$ cat config.mk
export PLATFORM = sky130hd
export DESIGN_NAME = act_sparse_gather_unit_flat
export DESIGN_NICKNAME = d
export VERILOG_FILES = /design/src/rtl/act_sparse_gather_unit_pkg.sv /design/src/rtl/act_sparse_gather_unit_if.sv /design/src/rtl/act_sparse_gather_unit_lsb_prio_enc.sv /design/src/rtl/act_sparse_gather_unit.sv /design/src/flat_wrapper.sv
export SDC_FILE = /design/constraint.sdc
export NUM_CORES = 1
export LEC_CHECK = 0
export ABC_CLOCK_PERIOD_IN_PS = 6300
export CAP_MARGIN = 10
export CORE_MARGIN = 2
export CORE_UTILIZATION = 55
export CTS_CLUSTER_DIAMETER = 200
export CTS_CLUSTER_SIZE = 16
export DETAILED_ROUTE_END_ITERATION = 8
export PLACE_DENSITY_LB_ADDON = 0.15
export SLEW_MARGIN = 20
export SYNTH_ARGS = -nofsm -noshare
export SYNTH_HDL_FRONTEND = slang
export SYNTH_SLANG_ARGS = --single-unit
$ cat constraint.sdc
create_clock -name clk -period 6.3 [get_ports clk]
set_input_delay 0.945 -clock clk [delete_from_list [all_inputs] [get_ports clk]]
set_output_delay 0.945 -clock clk [all_outputs]
set_load 0.01 [all_outputs]
$ cat src/rtl/act_sparse_gather_unit_pkg.sv
// rtl/act_sparse_gather_unit_pkg.sv - shared defaults and gather state type for the sparse gather unit
package act_pkg;

  localparam int DEFAULT_DATA_WIDTH   = 8;
  localparam int DEFAULT_BLOCK_NUMBER = 16;

  typedef enum logic {
    IDLE   = 1'b0,
    GATHER = 1'b1
  } gather_state_e;

endpackage

$ cat src/rtl/act_sparse_gather_unit_if.sv
// rtl/act_sparse_gather_unit_if.sv - block-in / beat-out handshake bundle for the sparse gather unit
interface act_sparse_gather_unit_if
  import act_pkg::*;
#(
  parameter int DATA_WIDTH   = DEFAULT_DATA_WIDTH,
  parameter int BLOCK_NUMBER = DEFAULT_BLOCK_NUMBER,
  localparam int IDX_WIDTH   = $clog2(BLOCK_NUMBER)
);

  logic                               in_valid;
  logic                               in_ready;
  logic [BLOCK_NUMBER*DATA_WIDTH-1:0] Input_act_data;
  logic [BLOCK_NUMBER-1:0]            weight_mask;

  logic                               out_valid;
  logic                               out_ready;
  logic [DATA_WIDTH-1:0]              Output_act_data;
  logic [IDX_WIDTH-1:0]               Output_idx;
  logic                               Output_last;
  logic                               block_done;

  modport master (
    output in_valid, Input_act_data, weight_mask, out_ready,
    input  in_ready, out_valid, Output_act_data, Output_idx, Output_last, block_done
  );

  modport slave (
    input  in_valid, Input_act_data, weight_mask, out_ready,
    output in_ready, out_valid, Output_act_data, Output_idx, Output_last, block_done
  );

endinterface

$ cat src/rtl/act_sparse_gather_unit_lsb_prio_enc.sv
// rtl/act_sparse_gather_unit_lsb_prio_enc.sv - combinational lowest-set-bit index and nonzero flag
module lsb_prio_enc
  import act_pkg::*;
#(
  parameter int WIDTH = DEFAULT_BLOCK_NUMBER,
  localparam int IDX_W = $clog2(WIDTH)
) (
  input  logic [WIDTH-1:0] vec,
  output logic [IDX_W-1:0] idx,
  output logic             nonzero
);

  // Scan high to low so the lowest set bit is the last (winning) assignment.
  always_comb begin
    idx = '0;
    for (int i = WIDTH - 1; i >= 0; i--) begin
      if (vec[i]) begin
        idx = IDX_W'(i);
      end
    end
  end

  assign nonzero = |vec;

endmodule

$ cat src/rtl/act_sparse_gather_unit.sv
// rtl/act_sparse_gather_unit.sv - gathers activations at nonzero-weight positions, one beat per set bit
// Optional ACT_ZERO_SKIP_EN: also drop positions whose activation element is zero.
module act_sparse_gather_unit
  import act_pkg::*;
#(
  parameter int DATA_WIDTH   = DEFAULT_DATA_WIDTH,
  parameter int BLOCK_NUMBER = DEFAULT_BLOCK_NUMBER,
  localparam int IDX_WIDTH   = $clog2(BLOCK_NUMBER)
) (
  input logic                   clk,
  input logic                   rst_n,
  act_sparse_gather_unit_if.slave bus
);

  gather_state_e                      state_q;
  gather_state_e                      state_d;
  logic [BLOCK_NUMBER-1:0]            pending_q;
  logic [BLOCK_NUMBER*DATA_WIDTH-1:0] act_q;
  logic [BLOCK_NUMBER-1:0]            eff_mask;
  logic [BLOCK_NUMBER-1:0]            enc_onehot;
  logic [BLOCK_NUMBER-1:0]            pending_rest;
  logic [IDX_WIDTH-1:0]               enc_idx;
  logic                               enc_nz;

  logic                               out_valid_q;
  logic [DATA_WIDTH-1:0]              out_data_q;
  logic [IDX_WIDTH-1:0]               out_idx_q;
  logic                               out_last_q;
  logic                               block_done_q;

  logic                               capture;
  logic                               load;
  logic                               done_d;

`ifdef ACT_ZERO_SKIP_EN
  for (genvar g = 0; g < BLOCK_NUMBER; g++) begin : g_zero_skip
    assign eff_mask[g] = bus.weight_mask[g] & (|bus.Input_act_data[g*DATA_WIDTH +: DATA_WIDTH]);
  end
`else
  assign eff_mask = bus.weight_mask;
`endif

  lsb_prio_enc #(
    .WIDTH (BLOCK_NUMBER)
  ) u_enc (
    .vec     (pending_q),
    .idx     (enc_idx),
    .nonzero (enc_nz)
  );

  assign enc_onehot   = BLOCK_NUMBER'(1) << enc_idx;
  assign pending_rest = pending_q & ~enc_onehot;

  always_ff @(posedge clk or negedge rst_n) begin
    if (!rst_n) begin
      state_q <= IDLE;
    end else begin
      state_q <= state_d;
    end
  end

  // An empty pending mask only ends the block once no beat is left in the output stage.
  always_comb begin
    state_d = state_q;
    capture = 1'b0;
    load    = 1'b0;
    done_d  = 1'b0;
    case (state_q)
      IDLE: begin
        if (bus.in_valid) begin
          capture = 1'b1;
          state_d = GATHER;
        end
      end
      GATHER: begin
        load = enc_nz && (!out_valid_q || bus.out_ready);
        if (out_valid_q && bus.out_ready && out_last_q) begin
          done_d  = 1'b1;
          state_d = IDLE;
        end else if (!out_valid_q && !enc_nz) begin
          done_d  = 1'b1;
          state_d = IDLE;
        end
      end
      default: state_d = IDLE;
    endcase
  end

  always_ff @(posedge clk or negedge rst_n) begin
    if (!rst_n) begin
      pending_q    <= '0;
      act_q        <= '0;
      out_valid_q  <= 1'b0;
      out_data_q   <= '0;
      out_idx_q    <= '0;
      out_last_q   <= 1'b0;
      block_done_q <= 1'b0;
    end else begin
      block_done_q <= done_d;
      if (capture) begin
        pending_q <= eff_mask;
        act_q     <= bus.Input_act_data;
      end else if (load) begin
        pending_q <= pending_rest;
      end
      if (load) begin
        out_valid_q <= 1'b1;
        out_data_q  <= act_q[enc_idx*DATA_WIDTH +: DATA_WIDTH];
        out_idx_q   <= enc_idx;
        out_last_q  <= ~|pending_rest;
      end else if (bus.out_ready) begin
        out_valid_q <= 1'b0;
      end
    end
  end

  assign bus.in_ready        = (state_q == IDLE);
  assign bus.out_valid       = out_valid_q;
  assign bus.Output_act_data = out_data_q;
  assign bus.Output_idx      = out_idx_q;
  assign bus.Output_last     = out_last_q;
  assign bus.block_done      = block_done_q;

endmodule

$ cat src/flat_wrapper.sv
// flat-port wrapper written by rule: the top's interface ports become plain ports
module act_sparse_gather_unit_flat import act_pkg::*;
#(
  parameter int DATA_WIDTH   = DEFAULT_DATA_WIDTH,
  parameter int BLOCK_NUMBER = DEFAULT_BLOCK_NUMBER,
  localparam int IDX_WIDTH   = $clog2(BLOCK_NUMBER)
)
  (clk, rst_n, bus_in_valid, bus_Input_act_data, bus_weight_mask, bus_out_ready, bus_in_ready, bus_out_valid, bus_Output_act_data, bus_Output_idx, bus_Output_last, bus_block_done);
  act_sparse_gather_unit_if #(.DATA_WIDTH(DATA_WIDTH), .BLOCK_NUMBER(BLOCK_NUMBER)) bus_i ();
  input logic clk;
  input logic rst_n;
  input wire logic [$bits(bus_i.in_valid)-1:0] bus_in_valid;
  input wire logic [$bits(bus_i.Input_act_data)-1:0] bus_Input_act_data;
  input wire logic [$bits(bus_i.weight_mask)-1:0] bus_weight_mask;
  input wire logic [$bits(bus_i.out_ready)-1:0] bus_out_ready;
  output wire logic [$bits(bus_i.in_ready)-1:0] bus_in_ready;
  output wire logic [$bits(bus_i.out_valid)-1:0] bus_out_valid;
  output wire logic [$bits(bus_i.Output_act_data)-1:0] bus_Output_act_data;
  output wire logic [$bits(bus_i.Output_idx)-1:0] bus_Output_idx;
  output wire logic [$bits(bus_i.Output_last)-1:0] bus_Output_last;
  output wire logic [$bits(bus_i.block_done)-1:0] bus_block_done;
  assign bus_i.in_valid = bus_in_valid;
  assign bus_i.Input_act_data = bus_Input_act_data;
  assign bus_i.weight_mask = bus_weight_mask;
  assign bus_i.out_ready = bus_out_ready;
  assign bus_in_ready = bus_i.in_ready;
  assign bus_out_valid = bus_i.out_valid;
  assign bus_Output_act_data = bus_i.Output_act_data;
  assign bus_Output_idx = bus_i.Output_idx;
  assign bus_Output_last = bus_i.Output_last;
  assign bus_block_done = bus_i.block_done;
  act_sparse_gather_unit #(.DATA_WIDTH(DATA_WIDTH), .BLOCK_NUMBER(BLOCK_NUMBER)) u_core (.clk(clk), .rst_n(rst_n), .bus(bus_i));
endmodule
==> results of run 1 <==
[cells by family after synthesis]
group / share of synthesized area (%)
flip-flops: 51.9
buffers and inverters: 3.97
AO/OA/AOI/OAI: 13.0
AND/OR/NAND/NOR: 31.1
[through the flow]
stage	instances	worst slack, ps	utilization (%)	hold slack, ps
3_3_place_gp	1222	3050	68.2	450
5_1_grt	1255	2740	72.9	484
4_1_cts	1254	3020	72.7	471
6_report	1255	2950	72.9	472
3_5_place_dp	1222	3050	68.2	455
2_1_floorplan	935	4050	-	437
[power groups by stage]
stage	Clock [W]	Sequential (W)	Combinational [W]
floorplan	0	0.00174	0.00242
global placement	0	0.00186	0.00325
detailed placement	0	0.00187	0.00329
CTS	0.00108	0.00186	0.00332
global route	0.00112	0.00192	0.00378
finish	0.00107	0.00188	0.00343
[registers in the layout (all words and copies together) (netlist names)]
name and count:
u_core.act_q 128, u_core.pending_q 16, u_core.bus.Output_last 1, u_core.bus.Output_act_data 8
u_core.bus.Output_idx 4, u_core.bus.out_valid 1, u_core.state_q 1, u_core.bus.block_done 1
[layer usage]
| metal | wire length [um] | vias up | share of wire [%] | track usage (%) |
|---|---|---|---|---|
| met5 | 0 | - | 0 | 0 |
| met4 | 537 | 0 | 2.4 | 11.0 |
| met3 | 1810 | 43 | 8.1 | 6.64 |
| met2 | 10700 | 339 | 48 | 49.5 |
| met1 | 9430 | 3416 | 42 | 43.4 |
| li1 | - | 3388 | - | - |
[critical path, stage by stage (launching register included)]
cell	delay [ps]
dfrtp_1	460
or2_1	390
nor3_2	290
nand2_1	270
a21oi_1	540
nor2b_1	710
o221ai_1	360
o22ai_1	240
[area by class of cell]
type                            instances  share of cell area (%)
Multi-Input combinational cell        704                    34.3
Timing Repair Buffer                  174                    17.3
Tap cell                              180                    2.24
Clock buffer                           18                    4.28
Inverter                                5                   0.187
Sequential cell                       160                    39.9
Clock inverter                         14                    1.81
[cell usage in the layout, fill, tap and decap left out, drive strengths merged, types with 4 or more instances in the layout]
master         netlist  routed
nand3               71      71
nor2                21      21
a221oi               6       6
inv                  5       9
nor3                 9       9
a21oi               38      38
clkdlybuf4s50        0     162
a211oi               6       6
o221ai               8       8
and3                12      12
a22o                15      15
a31oi                6       6
nor4                 7       7
a221o               11      11
or3                  6       6
o21ai               29      29
clkbuf              39      18
nor2b                4       4
clkinv               0       5
nand2              419     419
dfrtp              160     160
o22ai                9       9
buf                 27      12
[worst paths after layout]
path | startpoint | endpoint | slack, ps
max in group asynchronous | rst_n | u_core.act_q[127]$_DFFE_PN0P_ | 4430
min in group asynchronous | rst_n | u_core.act_q[76]$_DFFE_PN0P_ | 600
worst min-delay path | u_core.act_q[40]$_DFFE_PN0P_ | u_core.act_q[40]$_DFFE_PN0P_ | 470
worst max-delay path | u_core.pending_q[0]$_DFFE_PN0P_ | u_core.bus.Output_act_data[0]$_DFFE_PN0P_ | 2950
worst min register to register | u_core.act_q[40]$_DFFE_PN0P_ | u_core.act_q[40]$_DFFE_PN0P_ | 470
worst max register to register | u_core.pending_q[0]$_DFFE_PN0P_ | u_core.bus.Output_act_data[0]$_DFFE_PN0P_ | 2950
[synthesized netlist by cell type (2+ instances only)]
library cell  number  area share (%)
or3_4              2            0.29
buf_2             17             1.1
a31oi_1            6            0.49
o32ai_1            2            0.23
o21ai_0           11            0.71
o221ai_1           7            0.79
buf_1              6            0.29
o21ai_1           18             1.2
nand3_1           60             3.9
o22ai_1            9            0.73
buf_4              3            0.29
a21o_1             3            0.29
nand3_2           11             1.4
o31a_1             2            0.23
o21a_1             2            0.19
a21oi_1           37             2.4
nor2b_1            4            0.32
dfrtp_1          160              52
nor3_1             8            0.52
nor2_1            20            0.97
nand2_1          419              20
a211oi_1           5            0.49
or2_1              3            0.24
o31ai_1            2            0.19
a221oi_1           6            0.68
a221o_1           11             1.4
or3_1              4            0.32
nand2b_1           3            0.24
nor4_1             5            0.41
clkbuf_1          39             1.9
inv_1              5            0.24
a22o_1            15             1.7
and3_1            12            0.97
==> results.md, run 1 <==
Clocking:
- The maximum clock insertion buffer count is 2.
- The CTS H-tree depth is 4.
- For this design, the CTS-stage hold fixing added 0 buffers.
- The number of gates resized after CTS was 0.
- TritonCTS built the clock tree.
- Clock-pin slew was measured on the worst setup and hold paths at 60 ps.
- The number of clock buffers added by TritonCTS is 17.
- The clock sink count is 160.
- The buffers inserted during post-CTS setup optimization is 0.
- The clock reaches the later pin of the worst-skew pair after 420 ps.
- The cell at the root of the clock tree is clkbuf_16.

Floorplanning:
- The area of the core region is 13800 um2.
- In this run the horizontal extent of the chip is 122 um.
- The total die area is 15000 um2.
- The y dimension of the die is 122 um.
- The number of placed I/O pins is 164.
- The initial standard-cell utilization of the core is 56.1%.
- After floorplanning, the core was divided into 43 placement rows.

Power:
- The switching fraction of total power is 47.2%.
- Summed over all nets, the switching power comes to 0.00301 W.
- The share of total power dissipated in sequential elements is 29.5%.
- Cell internal power was estimated by the tool at 0.00337 W.
- The largest vdd supply drop is 409 uV.
- The clock network accounts for 16.8% of the total power.
- The share of power burned in combinational logic is 53.8%.
- In this run the power density over the cells is 635 nW/um2.
- Total power for the finished layout comes to 0.00637 W.
- In this run the static leakage power is 4.78 nW.

Synth:
- The mean post-synth cell area is 8.26 um2.
- When the netlist entered floorplanning its net count stood at 1083.
- The post-synthesis cell count is 935.
- For this run, the leading register cell type out of synthesis is dfrtp_1.
- Summing the sequential cell areas from Yosys gives 51.9% of the chip area.
- The number of warnings reported in the yosys synthesis log is 0.
- The share of async-settable or async-resettable flops after synthesis is 100%.
- Summing every instance area after synthesis gives 7720 um2.
- The post-synthesis sequential element count is 160.
- The number of flops mapped to enable cells by yosys is 0.
- The number of different library cells used by synthesis comes to 51.

Timing:
- The final period utilization is 53.2%.
- The worst clock skew is 4.31 ps.
- The final setup TNS is 0 ps.
- The total of endpoints with negative setup slack in the final report is 0.
- The final-report hold violation count is 0.
- The headroom to the max-slew limit is 34.7%.
- For the pin with the worst max-slew slack, the measured transition is 979 ps.
- The final critical path time including I/O delays and setup is 3350 ps.
- Setup repair after global routing left no endpoint under its margin.
- The max-slew violation count was 0.
- For this run, the top clock speed supported by timing is 298 MHz.

GRT:
- The via count of the first global-routing pass was 6937.
- Entering global routing, the biggest net connects 105 pins.
- The total overflow left after global routing is 0.
- The global-route wire length before repair is 35.8 mm.
- The number of antenna violations at the first check in global routing came to 0.
- The global-route total usage across every layer is 31.4%.

Setup path:
- The type of element capturing the critical path is a flop.
- For the worst flop-to-flop path, the logic depth is 7.
- The highest net fanout along the worst path is 9.
- The critical path data arrival time is 3690 ps.
- The data required time of the worst path is 6640 ps.
- The category of the most critical setup path is flop to flop.
- The critical path startpoint category is a flop.

Routing:
- Using the TritonRoute via totals, the vias-per-cell ratio works out to 5.73.
- The pre-antenna-repair detailed-routing pass consisted of 6 iterations.
- Summed over all layers, the routed wires come to 22.4 mm.
- The total number of vias is 7186.
- The detail route stage leaves a number of antenna-violating nets equal to 0.
- The average wire length per cell after detail routing is 17.9 um.
- For this run, design rule violations remaining after detail routing come to 0.
- The iteration-0 DRC count of the detailed router is 965.

Status:
- The flow ran to the end, and the final reports show no timing, DRC or antenna violations.

Finish:
- The post-layout net count is 1210.
- The storage element area is 4000 um2.
- The final antenna diode count is 0.
- In the final layout, the multi-input gates occupy 3440 um2.
- Cells with a size suffix above 1 make up 6.33% of the layout.
- The area of all placed cells without fillers is 10000 um2.
- The filler cell count is 1113.
- The area overhead of the layout relative to synthesis is 30.0%.

Hold path:
- The worst min-delay path category is flop to flop.
- The number of cells on the worst hold path is 2.

Place:
- In this run the cell area measured after placement is 9400 um2.
- The count of buffers from port buffering is 163.
- The final weighted congestion in routability-driven placement is 0.959.
- The final HPWL from detailed placement is 15.0 mm.

Run:
- The tool flagged a number of max-cap violations equal to 0.
No activity file was read; power rests on OpenSTA's default activity.
==> run 2, diff against run 1 <==
--- a/config.mk
+++ b/config.mk
@@ -5,10 +5,10 @@
 export SDC_FILE = /design/constraint.sdc
 export NUM_CORES = 1
 export LEC_CHECK = 0
-export ABC_CLOCK_PERIOD_IN_PS = 6300
+export ABC_CLOCK_PERIOD_IN_PS = 2900
 export CAP_MARGIN = 10
 export CORE_MARGIN = 2
-export CORE_UTILIZATION = 55
+export CORE_UTILIZATION = 46
 export CTS_CLUSTER_DIAMETER = 200
 export CTS_CLUSTER_SIZE = 16
 export DETAILED_ROUTE_END_ITERATION = 8
==> constraint.sdc (replaced) <==
create_clock -name clk -period 2.9 [get_ports clk]
set_input_delay 0.435 -clock clk [delete_from_list [all_inputs] [get_ports clk]]
set_output_delay 0.435 -clock clk [all_outputs]
set_load 0.01 [all_outputs]
==> results.md, run 2 (synthesis results as in run 1) <==
Timing:
- The final period utilization is 93.9%.
- The max-slew violation count is 0.
- Subtracting the final worst setup slack from the clock period gives 2720 ps.
- Static timing analysis puts the maximum clock frequency at 367 MHz.
- The headroom to the max-slew limit is 56.2%.
- The final-report hold violation count is 10.
- For the final routed database, the setup TNS stands at 0 ps.
- The worst clock skew is 7.82 ps.
- At the pin with the least slew margin, the transition time is 652 ps.
- The tightest hold path in the finished design has a slack of -30.1 ps.
- Setup repair after global routing left no endpoint under its margin.
- The total of endpoints with negative setup slack in the final report is 0.

Finish:
- The storage element area is 4000 um2.
- The final antenna diode count is 0.
- Counting flops per register, the top entry is u_core.act_q.
- The flip-flop count of the largest register after layout is 128.
- The share of post-route cells with drive strength above 1 is 8.55%.
- In the final design database the tool counted 1234 nets.
- The area overhead of the layout relative to synthesis is 33.0%.
- The finished cells cover 10300 um2.
- The most frequent standard cell in the layout excluding fill and tap cells is nand2_1.
- Leaving out fill and tap cells, the most frequent cells in the layout are nand2_1, clkdlybuf4s50_1, dfrtp_1.
- Fill cells in the final layout number 1445.
- The final core utilization is 62.3%.
- The multi-input combinational cells in the finished layout cover a total of 3440 um2.

Clocking:
- The clock sink count is 160.
- The count of hold buffers inserted by post-cts repair is 0.
- The later pin in the worst-skew pair is clocked with a latency of 420 ps.
- The number of buffers created by CTS is 17.
- CTS placed an instance of clkbuf_16 at the clock tree root.
- The CTS H-tree depth is 4.
- The CTS tree is built.
- The maximum clock insertion buffer count is 2.
- Clock-pin slew was measured on the worst setup and hold paths at 70 ps.

Status:
- The final reports fail on negative hold slack.
- The run finished, with violations left.

Floorplanning:
- The y dimension of the die is 134 um.
- The initialized floorplan defines 47 standard-cell rows.
- For this configuration, the core starts out at a cell density of 46.9%.
- The floorplan step defined a die boundary enclosing 17800 um2.
- During I/O placement, the number of pins put on the boundary was 164.
- The region available for standard cell placement spans 16500 um2.
- From left edge to right edge, the die measures 134 um.

GRT:
- For met3 alone, demand over resource in global routing was 5.90%.
- The global-route wire length before repair is 37.5 mm.
- Global routing finished with a remaining overflow of 0.
- The global-route total usage across every layer is 27.2%.
- The number of antenna violations at the first check in global routing was 0.
- The highest-utilization routing layer at the global route stage is met2.
- The met1 routing resource usage after global routing is 37.0%.
- The met2 layer usage reported by global route is 43.6%.
- The pin count of the biggest net entering global routing is 131.
- The via count of the first global-routing pass is 6893.

Setup path:
- In this design, the stage delay of the slowest critical-path cell is 520 ps.
- The highest net fanout along the worst path is 18.
- The total buffers and inverters traversed by the critical path is 1.
- The data required time of the worst path is 3210 ps.
- At the worst endpoint, the arrival time is 3030 ps.
- The cell family with the largest share of critical-path delay is compound AO/OA/AOI/OAI gates.
- STA classifies the critical path endpoint as a flop.
- Traced cell by cell, the critical path runs through nor2_1 -> a221o_1 -> a2111oi_2 -> nor4_4 -> buf_4 -> a221o_1 -> o21ai_1 -> o22ai_1.
- The number of cell instances on the worst register-to-register path is 8.
- The critical path startpoint category is a flop.
- The master of the slowest instance on the critical path is a2111oi_2.
- The category of the most critical setup path is flop to flop.
- The most numerous cell type found on the critical path is a221o_1.
- The cell count along the critical path is 8.

Power:
- For this design the static power due to leakage is 4.89 nW.
- The cell area power density is 1370 nW/um2.
- Across the VDD grid, the largest voltage drop is 782 uV.

Routing:
- For this block, the routed nets add up to 23.6 mm of wire.
- The average wire length per cell after detail routing is 17.9 um.
- Once detail routing completed, the nets flagged for antenna violations numbered 0.
- The detailed-route vias per instance is 5.43.
- The detailed-router iteration count before antenna repair is 5.
- The total number of vias is 7165.
- The iteration-0 DRC count of the detailed router is 742.
- In the routed design, unresolved DRC markers number 0.

Hold path:
- The min-delay analysis places its worst path in the category primary input to asynchronous set/reset pin.

Place:
- The count of buffers from port buffering is 163.
- The post-detailed-placement cell area is 9670 um2.
- The final HPWL from detailed placement is 16.9 mm.
- At the end of routability-driven placement, the weighted congestion stood at 0.927.

Run:
- The count of maximum capacitance violations is 0.
## run 2: cell types whose count changed in the layout (fill, tap and decap cells not counted), sizes merged
cell,change
buf,+24
inv,+6
bufinv,-3
clkinv,-2
clkbuf,-1
## run 2: report_power, final
part | leakage, nW | switching [W] | internal (W)
Combinational | 2.61 | 0.00471 | 0.00306
Sequential | 2.01 | 0.000876 | 0.00327
Clock | 0.277 | 0.00103 | 0.00114
## run 2: cell type report
type                    instances  area share (%)
flip-flops and latches        160            39.0
clock inverters                15            1.38
multi-input cells             704            33.5
clock buffers                  17            4.14
repair buffers                198            19.1
well taps                     220            2.68
inverters                       5           0.183
## run 2: worst register-to-register path, delay by kind of cell, from the launching register on
kind,cells,cell delay [ps]
compound gates,5,1610
buf+inv,1,250
flops,1,490
simple gates,2,260
## run 2: stage by stage
| step | power, W | setup WS, ps | instances |
|---|---|---|---|
| after floorplan | 0.00906 | 655 | 935 |
| after global placement | 0.0117 | 194 | 1284 |
| after detailed placement | 0.0117 | 151 | 1284 |
| after CTS | 0.0139 | 110 | 1316 |
| after global routing | 0.0150 | 71.6 | 1319 |
| final | 0.0141 | 176 | 1319 |
## run 2: timing repair
item	4_1_cts	5_1_grt
setup endpoints to repair	0	7
setup buffers	0	3
resized for setup	0	1
## run 2: routing by layer
metal	part of all wire (%)	routed length (um)
met1	44	10500
met2	47	11000
met3	6.5	1520
met4	2.4	571
met5	0	0
## run 2: worst paths after layout
kind / from / end / slack (ps)
max: u_core.pending_q[13]$_DFFE_PN0P_ / u_core.bus.Output_act_data[6]$_DFFE_PN0P_ / 180
max reg2reg: u_core.pending_q[13]$_DFFE_PN0P_ / u_core.bus.Output_act_data[6]$_DFFE_PN0P_ / 180
min: rst_n / u_core.act_q[115]$_DFFE_PN0P_ / -30
min reg2reg: u_core.act_q[14]$_DFFE_PN0P_ / u_core.act_q[14]$_DFFE_PN0P_ / 470
min in group clk: u_core.act_q[14]$_DFFE_PN0P_ / u_core.act_q[14]$_DFFE_PN0P_ / 470
max in group asynchronous: rst_n / u_core.bus.Output_idx[0]$_DFFE_PN0P_ / 2140
==> variant: new RTL, config.mk and constraints of run 1 <==
Add a define of `ACT_ZERO_SKIP_EN`.
--- a/src/rtl/act_sparse_gather_unit.sv
+++ b/src/rtl/act_sparse_gather_unit.sv
@@ -2,2 +2,4 @@
 // Optional ACT_ZERO_SKIP_EN: also drop positions whose activation element is zero.
+`define ACT_ZERO_SKIP_EN
+
 module act_sparse_gather_unit
Behaviour: not the same (Yosys sat finds a counterexample within 4 cycles, from zero or initial values and one cycle with rst_n low).
==> variant against run 1 <==
Setup slack gained 0.35 ns; sequential cell count is the same; clock skew up 0.0046 ns; global-route usage is 0.47 points higher; final area rose by 1.3%; synthesized area is 1.9% higher; sequential power increased by 3%; total power down 8.6%; wire length is 5.1% higher; critical path depth grew 1; largest power group unchanged; highest routed layer unchanged.
==> variant: results (changes against run 1) <==
status: complete, no violations
cts repair resizes: 0 (unchanged)
worst slew pin tran: 1.07 ns (+0.0874 ns)
TritonRoute pass-1 iters: 8 (+2)
Worst path max stage delay: 0.76 ns (+0.05 ns)
flop-to-flop setup slack: 3.30 ns (+0.35 ns)
Largest Register: u_core.act_q
post-synthesis compound-gate area fraction: 9.05% (-4.0 points)
multiplexer share of the synthesized area: 21.8% (+22 points)
Unique masters post-synth: 53 (+3.9%)
top cells by count, synth: dfrtp_1 (160), mux2_2 (128), nand2_1 (125), nand3_1 (42), nor4_1 (37)
slowest CP cell: o21ai_2
Largest register FFs: 128 (unchanged)
Critical Path Start Type: flop
vias per inst: 6.28 (+9.7%)
antenna violations before repair: 0 (unchanged)
RR Startpoint: u_core.pending_q[9]
Fin Clk Skew: 0.00890 ns (+0.00459 ns)
Nets: 1007 (-17%)
Avg WL per Cell: 22.5 um (+26%)
WP data arrival: 3.32 ns (-0.37 ns)
met2 GRT Util: 52.2% (+2.6 points)
WL met1: 9780 um (+3.7%)
global-route track usage on met1: 43.5% (+0.060 points)
met3 usage: 5.91% (-0.74 points)
hpwl dp: 17200 um (+14%)
GRT Total Usage: 31.9% (+0.47 points)
xor-xnor portion of the synthesized cell area: 0% (unchanged)
Synth Instances: 710 (-24%)
layout cells sized above 1: 21.5% (+15 points)
Worst Setup End Kind: flop
Synth Net Count: 858 (-21%)
routed length on met3: 1790 um (-0.83%)
Synth area leaders: dfrtp_1 (51%), mux2_2 (18%), nand2_1 (6.0%), mux2i_1 (3.4%), nor4_1 (2.9%)
vias in the first global route: 6622 (-4.5%)
die area: 15300 um^2 (+1.8%)
worst-path fanout max: 16 (+7)
Worst Hold Class: flop to flop
first-pass GRT wire length: 36200 um (+1.0%)
hold path cells: 2 (unchanged)
Yosys Warn Count: 0 (unchanged)
reg2reg end: u_core.bus.Output_act_data[6]
leakage dissipation: 0.00413 uW (-14%)
Net Switching: 2500 uW (-17%)
critical path's top delay family: compound AO/OA/AOI/OAI gates
asr flop ratio synth: 100% (unchanged)
R2R depth: 8 (+1)
Hold Crit Start: u_core.bus.Output_idx[1]
sequential cell area fraction in the yosys report: 50.9% (-0.96 points)
post-route antenna net violation count: 0 (unchanged)
largest net degree at the start of global routing: 98 (-6.7%)
Max Root-Sink Buffers: 2 (unchanged)
diode count: 0 (unchanged)
met2 routed WL: 11500 um (+7.9%)
GP Congestion: 0.993 (+3.5%)
Worst Hold Path EP: u_core.bus.Output_idx[1]
Finished Layout Cells: 1051 (-16%)
drt initial violations: 928 (-3.8%)
Peak VDD IR: 0.371 mV (-9.3%)
-- variant: stage by stage --
stage               power (uW)  cell area, um^2  setup slack [ns]  hold slack, ns
finish                    5830            10200              3.30           0.491
floorplan                 3810             7870              3.91           0.480
CTS                       5760            10200              3.36           0.492
detailed placement        4710             9580              3.14           0.479
global placement          4640             9580              3.16           0.463
global route              6120            10200              3.18           0.516
-- variant: kinds of logic after synthesis --
group,Yosys count
muxes,155
DFF,160
and+or+nand+nor,253
AOI/OAI and AO/OA,100
buffers and inverters,42
-- variant: cell type report --
class / count / area [um^2]
inverters: 3 / 11.3
flip-flops and latches: 160 / 4000
clock buffers: 20 / 457
well taps: 180 / 225
repair buffers: 169 / 1680
multi-input cells: 508 / 3660
clock inverters: 11 / 130
fillers: 973 / 3770
-- variant: power groups by stage --
stage	Sequential [uW]	Clock (uW)	Combinational, uW
after floorplan	1790	0	2030
after global placement	1920	0	2720
after detailed placement	1940	0	2770
after CTS	1930	1040	2800
after global routing	1990	1080	3050
final	1940	1030	2850
